## src/rtl/pchip_push_if.sv

```systemverilog
// Frame-push bus: controller handshake, buffer read port and output stream.
interface pchip_push_if #(
  parameter int DW = 16,
  parameter int AW = 8
);
  logic          fire_pcpush;
  logic          done_pcpush;
  logic          busy;
  logic          rd_en;
  logic [AW-1:0] rd_addr;
  logic [DW-1:0] rd_data;
  logic [DW-1:0] push_data;
  logic          push_vld;
  logic          push_rdy;

  // master: the push stage itself
  modport master (
    input  fire_pcpush, rd_data, push_rdy,
    output done_pcpush, busy, rd_en, rd_addr, push_data, push_vld
  );

  // slave: controller, packet buffer and downstream sink
  modport slave (
    output fire_pcpush, rd_data, push_rdy,
    input  done_pcpush, busy, rd_en, rd_addr, push_data, push_vld
  );
endinterface

```

## src/rtl/pchip_push.sv

```systemverilog
// Frame-push stage: streams HEADER, NWORD buffer words and a wrapping checksum,
// then pulses done_pcpush. Every output decodes from registered state only, so
// push_rdy only steers the next state.
module pchip_push #(
  parameter int             DW     = 16,
  parameter int             AW     = 8,
  parameter int             NWORD  = 64,
  parameter logic [DW-1:0]  HEADER = 16'hEB90
) (
  input  logic         clk_sys,
  input  logic         rst,
  pchip_push_if.master bus
);
  typedef enum logic [2:0] {IDLE, HEAD, FETCH, LOAD, SEND, CSUM, DONE} state_t;

  // Last payload index; NWORD = 2^AW makes this all-ones, so idx never wraps.
  localparam logic [AW-1:0] LAST = AW'(NWORD - 1);

  state_t        state, state_nx;
  logic [AW-1:0] idx;
  logic [DW-1:0] sum;
  logic [DW-1:0] word;
  logic          xfer;

  assign xfer = bus.push_vld & bus.push_rdy;

  // Outputs decoded from the state register and datapath registers.
  assign bus.busy        = (state != IDLE);
  assign bus.push_vld    = (state == HEAD) || (state == SEND) || (state == CSUM);
  assign bus.rd_en       = (state == FETCH);
  assign bus.rd_addr     = (state == FETCH) ? idx : '0;
  assign bus.done_pcpush = (state == DONE);

  // Stream word mux: header, captured payload word or running checksum.
  always_comb begin
    bus.push_data = '0;
    case (state)
      HEAD:    bus.push_data = HEADER;
      SEND:    bus.push_data = word;
      CSUM:    bus.push_data = sum;
      default: bus.push_data = '0;
    endcase
  end

  // State register.
  always_ff @(posedge clk_sys) begin
    if (rst) state <= IDLE;
    else     state <= state_nx;
  end

  // Next-state logic; stream states hold until the word is accepted.
  always_comb begin
    state_nx = state;
    case (state)
      IDLE:    if (bus.fire_pcpush) state_nx = HEAD;
      HEAD:    if (xfer) state_nx = FETCH;
      FETCH:   state_nx = LOAD;
      LOAD:    state_nx = SEND;
      SEND:    if (xfer) state_nx = (idx == LAST) ? CSUM : FETCH;
      CSUM:    if (xfer) state_nx = DONE;
      DONE:    state_nx = IDLE;
      default: state_nx = IDLE;
    endcase
  end

  // Word index, captured payload word and checksum accumulator.
  always_ff @(posedge clk_sys) begin
    if (rst) begin
      idx  <= '0;
      sum  <= '0;
      word <= '0;
    end else begin
      case (state)
        IDLE: if (bus.fire_pcpush) begin
          idx <= '0;
          sum <= '0;
        end
        LOAD: begin
          word <= bus.rd_data;
          sum  <= sum + bus.rd_data;
        end
        SEND: if (xfer && (idx != LAST)) idx <= idx + 1'b1;
        default: ;
      endcase
    end
  end
endmodule

```

## src/flat_wrapper.sv

```systemverilog
// flat-port wrapper written by rule: the top's interface ports become plain ports
module pchip_push_flat 
#(
  parameter int             DW     = 16,
  parameter int             AW     = 8,
  parameter int             NWORD  = 64,
  parameter logic [DW-1:0]  HEADER = 16'hEB90
)
  (clk_sys, rst, bus_fire_pcpush, bus_rd_data, bus_push_rdy, bus_done_pcpush, bus_busy, bus_rd_en, bus_rd_addr, bus_push_data, bus_push_vld);
  pchip_push_if #(.DW(DW), .AW(AW)) bus_i ();
  input  logic clk_sys;
  input  logic rst;
  input wire logic [$bits(bus_i.fire_pcpush)-1:0] bus_fire_pcpush;
  input wire logic [$bits(bus_i.rd_data)-1:0] bus_rd_data;
  input wire logic [$bits(bus_i.push_rdy)-1:0] bus_push_rdy;
  output wire logic [$bits(bus_i.done_pcpush)-1:0] bus_done_pcpush;
  output wire logic [$bits(bus_i.busy)-1:0] bus_busy;
  output wire logic [$bits(bus_i.rd_en)-1:0] bus_rd_en;
  output wire logic [$bits(bus_i.rd_addr)-1:0] bus_rd_addr;
  output wire logic [$bits(bus_i.push_data)-1:0] bus_push_data;
  output wire logic [$bits(bus_i.push_vld)-1:0] bus_push_vld;
  assign bus_i.fire_pcpush = bus_fire_pcpush;
  assign bus_i.rd_data = bus_rd_data;
  assign bus_i.push_rdy = bus_push_rdy;
  assign bus_done_pcpush = bus_i.done_pcpush;
  assign bus_busy = bus_i.busy;
  assign bus_rd_en = bus_i.rd_en;
  assign bus_rd_addr = bus_i.rd_addr;
  assign bus_push_data = bus_i.push_data;
  assign bus_push_vld = bus_i.push_vld;
  pchip_push #(.DW(DW), .AW(AW), .NWORD(NWORD), .HEADER(HEADER)) u_core (.clk_sys(clk_sys), .rst(rst), .bus(bus_i));
endmodule
```

## config.mk

```make
export PLATFORM = sky130hd
export DESIGN_NAME = pchip_push_flat
export DESIGN_NICKNAME = d
export VERILOG_FILES = /design/src/rtl/pchip_push_if.sv /design/src/rtl/pchip_push.sv /design/src/flat_wrapper.sv
export SDC_FILE = /design/constraint.sdc
export NUM_CORES = 1
export LEC_CHECK = 0
export ABC_AREA = 1
export BUFFER_PORTS_ARGS = -buffer_cell sky130_fd_sc_hd__buf_2
export CORE_MARGIN = 2
export CORE_UTILIZATION = 53
export CTS_BUF_LIST = sky130_fd_sc_hd__clkbuf_8
export DETAILED_ROUTE_END_ITERATION = 8
export PLACE_DENSITY = 0.79
export SLEW_MARGIN = 25
export SYNTH_ARGS = -nofsm -noshare
export SYNTH_HDL_FRONTEND = slang
export SYNTH_SLANG_ARGS = --single-unit
```

## constraint.sdc

```tcl
create_clock -name clk_sys -period 1.55 [get_ports clk_sys]
set_input_delay 0.155 -clock clk_sys [delete_from_list [all_inputs] [get_ports clk_sys]]
set_output_delay 0.155 -clock clk_sys [all_outputs]
set_load 0.02 [all_outputs]
```

== Word level (Yosys, flattened, before mapping) ==
Cells that the tools add are included.

* Flip-flop bits (word level): 43
* Input bits: 20
* Output and inout bits: 28
* Logic and storage cells: 43

* $add $sub $neg: 2
* Equality and inequality tests: 13
* Multiplexer cells: 13
* Bitwise gates (word level): 1
* Reductions and logical operators: 10

{| class="wikitable"
|+ Operators with widths
! cell !! count
|-
| 16-bit case mux with 3 select lines || 1
|-
| 16-bit case mux with 2 select lines || 1
|-
| 8-bit 2-to-1 mux || 3
|-
| 3-bit case mux with 6 select lines || 1
|-
| 16-bit adder || 1
|-
| 16-bit 2-to-1 mux || 1
|-
| 8-bit case mux with 2 select lines || 1
|-
| 3-bit 2-to-1 mux || 5
|-
| 3-bit == test, second input constant || 3
|-
| 8-bit by 1-bit adder with 8-bit output, second input constant || 1
|-
| 8-bit by 6-bit == test with 1-bit output, second input constant || 1
|-
| 8-bit by 6-bit != test with 1-bit output, second input constant || 1
|-
| 3-bit by 2-bit == test with 1-bit output, second input constant || 2
|-
| 2-bit by 1-bit != test with 1-bit output, second input constant || 3
|-
| 2-bit != test, second input constant || 2
|-
| 4-bit AND reduction || 1
|-
| 2-bit nonzero test || 2
|-
| 3-bit by 1-bit == test with 1-bit output, second input constant || 1
|-
| 3-bit logical NOT || 1
|-
| 3-bit AND reduction || 1
|-
| 3-bit nonzero test || 1
|-
| 1-bit logical OR || 2
|-
| 2-bit AND reduction || 1
|-
| 1-bit AND || 1
|-
| 1-bit logical AND || 1
|}

== Longest topological paths before layout ==
* Depth after elaboration: 7
* Gate-level depth with buffers: 11
* Mapped depth without buffers: 11

== Worst setup path before layout ==
No wires, ideal clock.

* Kind: register to register
* Start point: register u_core.sum[0]
* End point: register u_core.sum[8]
* Setup time: 0.134 ns
* Data arrival time: 1.589 ns
* Data required time: 1.416 ns
* Setup slack: -0.173 ns
* Cell stages (with the launch flop): 11
* Path buffers: 0
* Period minus slack after synthesis: 1.723 ns
* Cell sequence: dfxtp_1 > ha_1 > inv_1 > fa_1 > inv_1 > nand3_1 > nand3_1 > a21oi_1 > or2_2 > nand3_1 > a21oi_1

* Longest elaborated chain between the ends: 2

{| class="wikitable"
|+ Ends and longest elaborated chain
! what !! RTL line !! text
|-
| start, declared || pchip_push.sv:21 || <nowiki>logic [DW-1:0] sum;</nowiki>
|-
| start signal, assigned || pchip_push.sv:80 || <nowiki>sum <= sum + bus.rd_data;</nowiki>
|-
| 16-bit adder || pchip_push.sv:80 ||
|-
| 16-bit case mux with 2 select lines || pchip_push.sv:73 || <nowiki>case (state)</nowiki>
|}

Every way passes these cells.
A chain may end at the register's enable or synchronous reset.

== Final worst setup path ==
* Start point: register u_core.sum[0]
* End point: register u_core.sum[12]

Same word-level chain as after synthesis.

==> metrics <==
antenna cell count=0; post-route ant nets=0; Avg Cell Area, Syn=around 6.3 µm²; Yosys cell types=36; core box area=5470 µm²; R2R setup slack=-0.36 ns; failing checks=setup timing; CP max-delay cell=dfxtp_2; final worst slack=-0.364 ns; hold-fix buffer count after cts=0; Fin Setup TNS=-6.94 ns; Max Freq=roughly 520 MHz; largest net degree at the start of global routing=23; WL per Instance=approximately 20 µm; global route total overflow=0; vias in the first global route=roughly 3200; die height=78.8 µm; Hold Fails Final Rpt=0; first-pass GRT wire length=~15000 µm; max_slew headroom=0.756; Syn Inst Count=468; Worst EP required=between 1.5 and 2 ns; clock buffer count from CTS=5; RSZ-0062 raised after global routing=yes; Reg clk slew, reported paths=around 0.10 ns; PwrDens=1370 nW/µm²; Fin Hold WS=roughly 0.077 ns; Primary FF master, synth=dfxtp_1; Crit Path Max Fanout=3; FFs w/ async S/R, synth=0; Max Root-Sink Buffers=2; most common cell after layout, fill and taps aside=nand2_1; Setup crit start kind=flip-flop; clk_skew=0.0137 ns; fin crit share=1.23; EDFF count, synth=0; TritonCTS clock tree=built; max-cap check violation count=0; CP Capture Type=flip-flop; I/O Buffers=47; H-tree levels=2; total clock sinks=43; Die Width=around 79 µm; Initial Utilization=0.543; # setup viols final=51; Worst VDD drop=between 1000 and 1500 µV; Die ar.=around 6200 µm²; Final Total Pwr=between 6 and 7 mW; pins over their slew limit=0; WP data arrival=roughly 2.2 ns; final wirelength=around 13000 µm; crit-path cells=ha_4, inv_2, fa_2, inv_2, nand3_2, nand3_2, buf_6, nand3_4, nand4_1, nand3_1, a21oi_1; Fill cells=about 270; placer congestion estimate=a little under 0.9; sequential-to-total area share from yosys stat=0.290; Pre-antenna DRT Iters=7; I/O pin cnt=48; DRC viols=0; layout cells sized above 1=0.445; DR vias=4016; Setup CP Type=flip-flop to flip-flop; Syn Nets=slightly above 500; nets=611; Synth warnings=0; Worst Tran Pin Value=approximately 0.37 ns; Vias/cell=~6.2; P&R area growth vs syn=56.6%; most frequent cells in the layout=107 x nand2_1, 51 x inv_1, 51 x nor2_1, 51 x buf_4, 35 x buf_6; Clk Latency, worst-skew pair=between 0.3 and 0.4 ns; Netlist Area Pre-Place=2970 µm²; Tmin final=between 1.5 and 2 ns; dpl hpwl=~6000 µm; Hold/Removal Path Class=input port to flip-flop; CP max stage delay=0.37 ns; initial antenna violation count=0; root buffer selected by CTS=clkbuf_8; register bit total from synthesis=43; FP Rows=27; Global Route Usage Sum=0.308; DR iter-0 viols=approximately 740; status=complete, but fails checks; P_leak=roughly 2.2 nW
synthesized netlist by cell type, types with 2 or more instances:
| cell type | count | area [µm²] |
|---|---|---|
| nand3b_1 | 4 | 30.0 |
| xor2_1 | 2 | 17.5 |
| nand2_2 | 4 | 25.0 |
| ha_1 | 16 | 200 |
| nand2_1 | 128 | 480 |
| nor3_1 | 5 | 25.0 |
| nor2_2 | 5 | 31.3 |
| inv_1 | 56 | 210 |
| nor3b_1 | 2 | 15.0 |
| o21ai_0 | 16 | 80.1 |
| buf_4 | 3 | 22.5 |
| a21oi_2 | 5 | 43.8 |
| o21ai_1 | 18 | 90.1 |
| buf_2 | 4 | 20.0 |
| inv_2 | 8 | 30.0 |
| or2_2 | 3 | 18.8 |
| clkbuf_1 | 5 | 18.8 |
| a32o_1 | 7 | 70.1 |
| a21oi_1 | 32 | 160 |
| nand2_4 | 2 | 22.5 |
| nor2_1 | 58 | 218 |
| dfxtp_1 | 43 | 861 |
| nand3_1 | 29 | 145 |
critical path, delay by kind of cell (launching register included):
family                   cells  cell delay [ns]
AND/OR/NAND/NOR              5             0.54
AO/OA/AOI/OAI                1             0.19
buffers and inverters        3             0.28
adder cells (fa/ha/maj)      2             0.48
flip-flops                   1             0.37
sequential cells by signal (all words and copies together), names as in the netlist:
name / cells
u_core.word: 16
u_core.sum: 16
u_core.idx: 8
u_core.state: 3
logic make-up (layout without fill, tap and decap cells):
kind of cell,Yosys count,count (layout),synth area share
flops,43,43,0.290
buf+inv,78,185,0.104
simple gates,246,246,0.364
fa+ha+maj,17,17,0.0742
compound gates,82,82,0.162
xor+xnor,2,2,0.00590
per-stage QoR:
step,area [µm²],utilization,setup WS [ns],cells
2_1_floorplan,2990,-,-0.0818,468
3_3_place_gp,3520,0.643,-0.111,610
3_5_place_dp,3520,0.643,-0.152,610
4_1_cts,3930,0.717,-0.0833,626
5_1_grt,4650,0.850,-0.415,647
6_report,4650,0.850,-0.364,647
final timing paths:
path,start,to,depth (start not counted)
worst max-delay path,u_core.sum[0],u_core.sum[12],11
worst min-delay path,bus_rd_data[13],u_core.word[13],3
worst max register to register,u_core.sum[0],u_core.sum[12],11
worst min register to register,u_core.idx[4],u_core.idx[4],2
power breakdown:
part / internal, mW / switching (mW)
clock network: 0.406 / 0.469
registers: 1.28 / 0.172
logic: 1.52 / 2.52
total: 3.20 / 3.16
what timing repair did:
action / CTS / global route
endpoints found under the setup margin: 38 / 60
hold endpoints to repair: 0 / 0
resized for setup: 83 / 137
gates cloned: 3 / 2
pin swaps: 15 / 43
setup buffers: 5 / 19
layout make-up:
| cell class | count | area [µm²] | area share |
|---|---|---|---|
| inverter | 65 | 275 | 0.0592 |
| clock buffer | 7 | 96.3 | 0.0207 |
| tap | 72 | 90.1 | 0.0194 |
| multi-input combinational | 347 | 2350 | 0.505 |
| timing repair buffer | 108 | 907 | 0.195 |
| sequential | 43 | 887 | 0.191 |
| clock inverter | 1 | 7.51 | 0.00161 |
| timing repair inverter | 4 | 40.0 | 0.00861 |
per-layer routing:
layer | vias up | part of all wire | GRT usage
li1 | 1722 | - | -
met5 | - | 0 | 0
met1 | 1820 | 0.35 | 0.384
met4 | 0 | 0.078 | 0.122
met2 | 344 | 0.46 | 0.533
met3 | 130 | 0.10 | 0.0489
(Power assumes the default switching activity.)
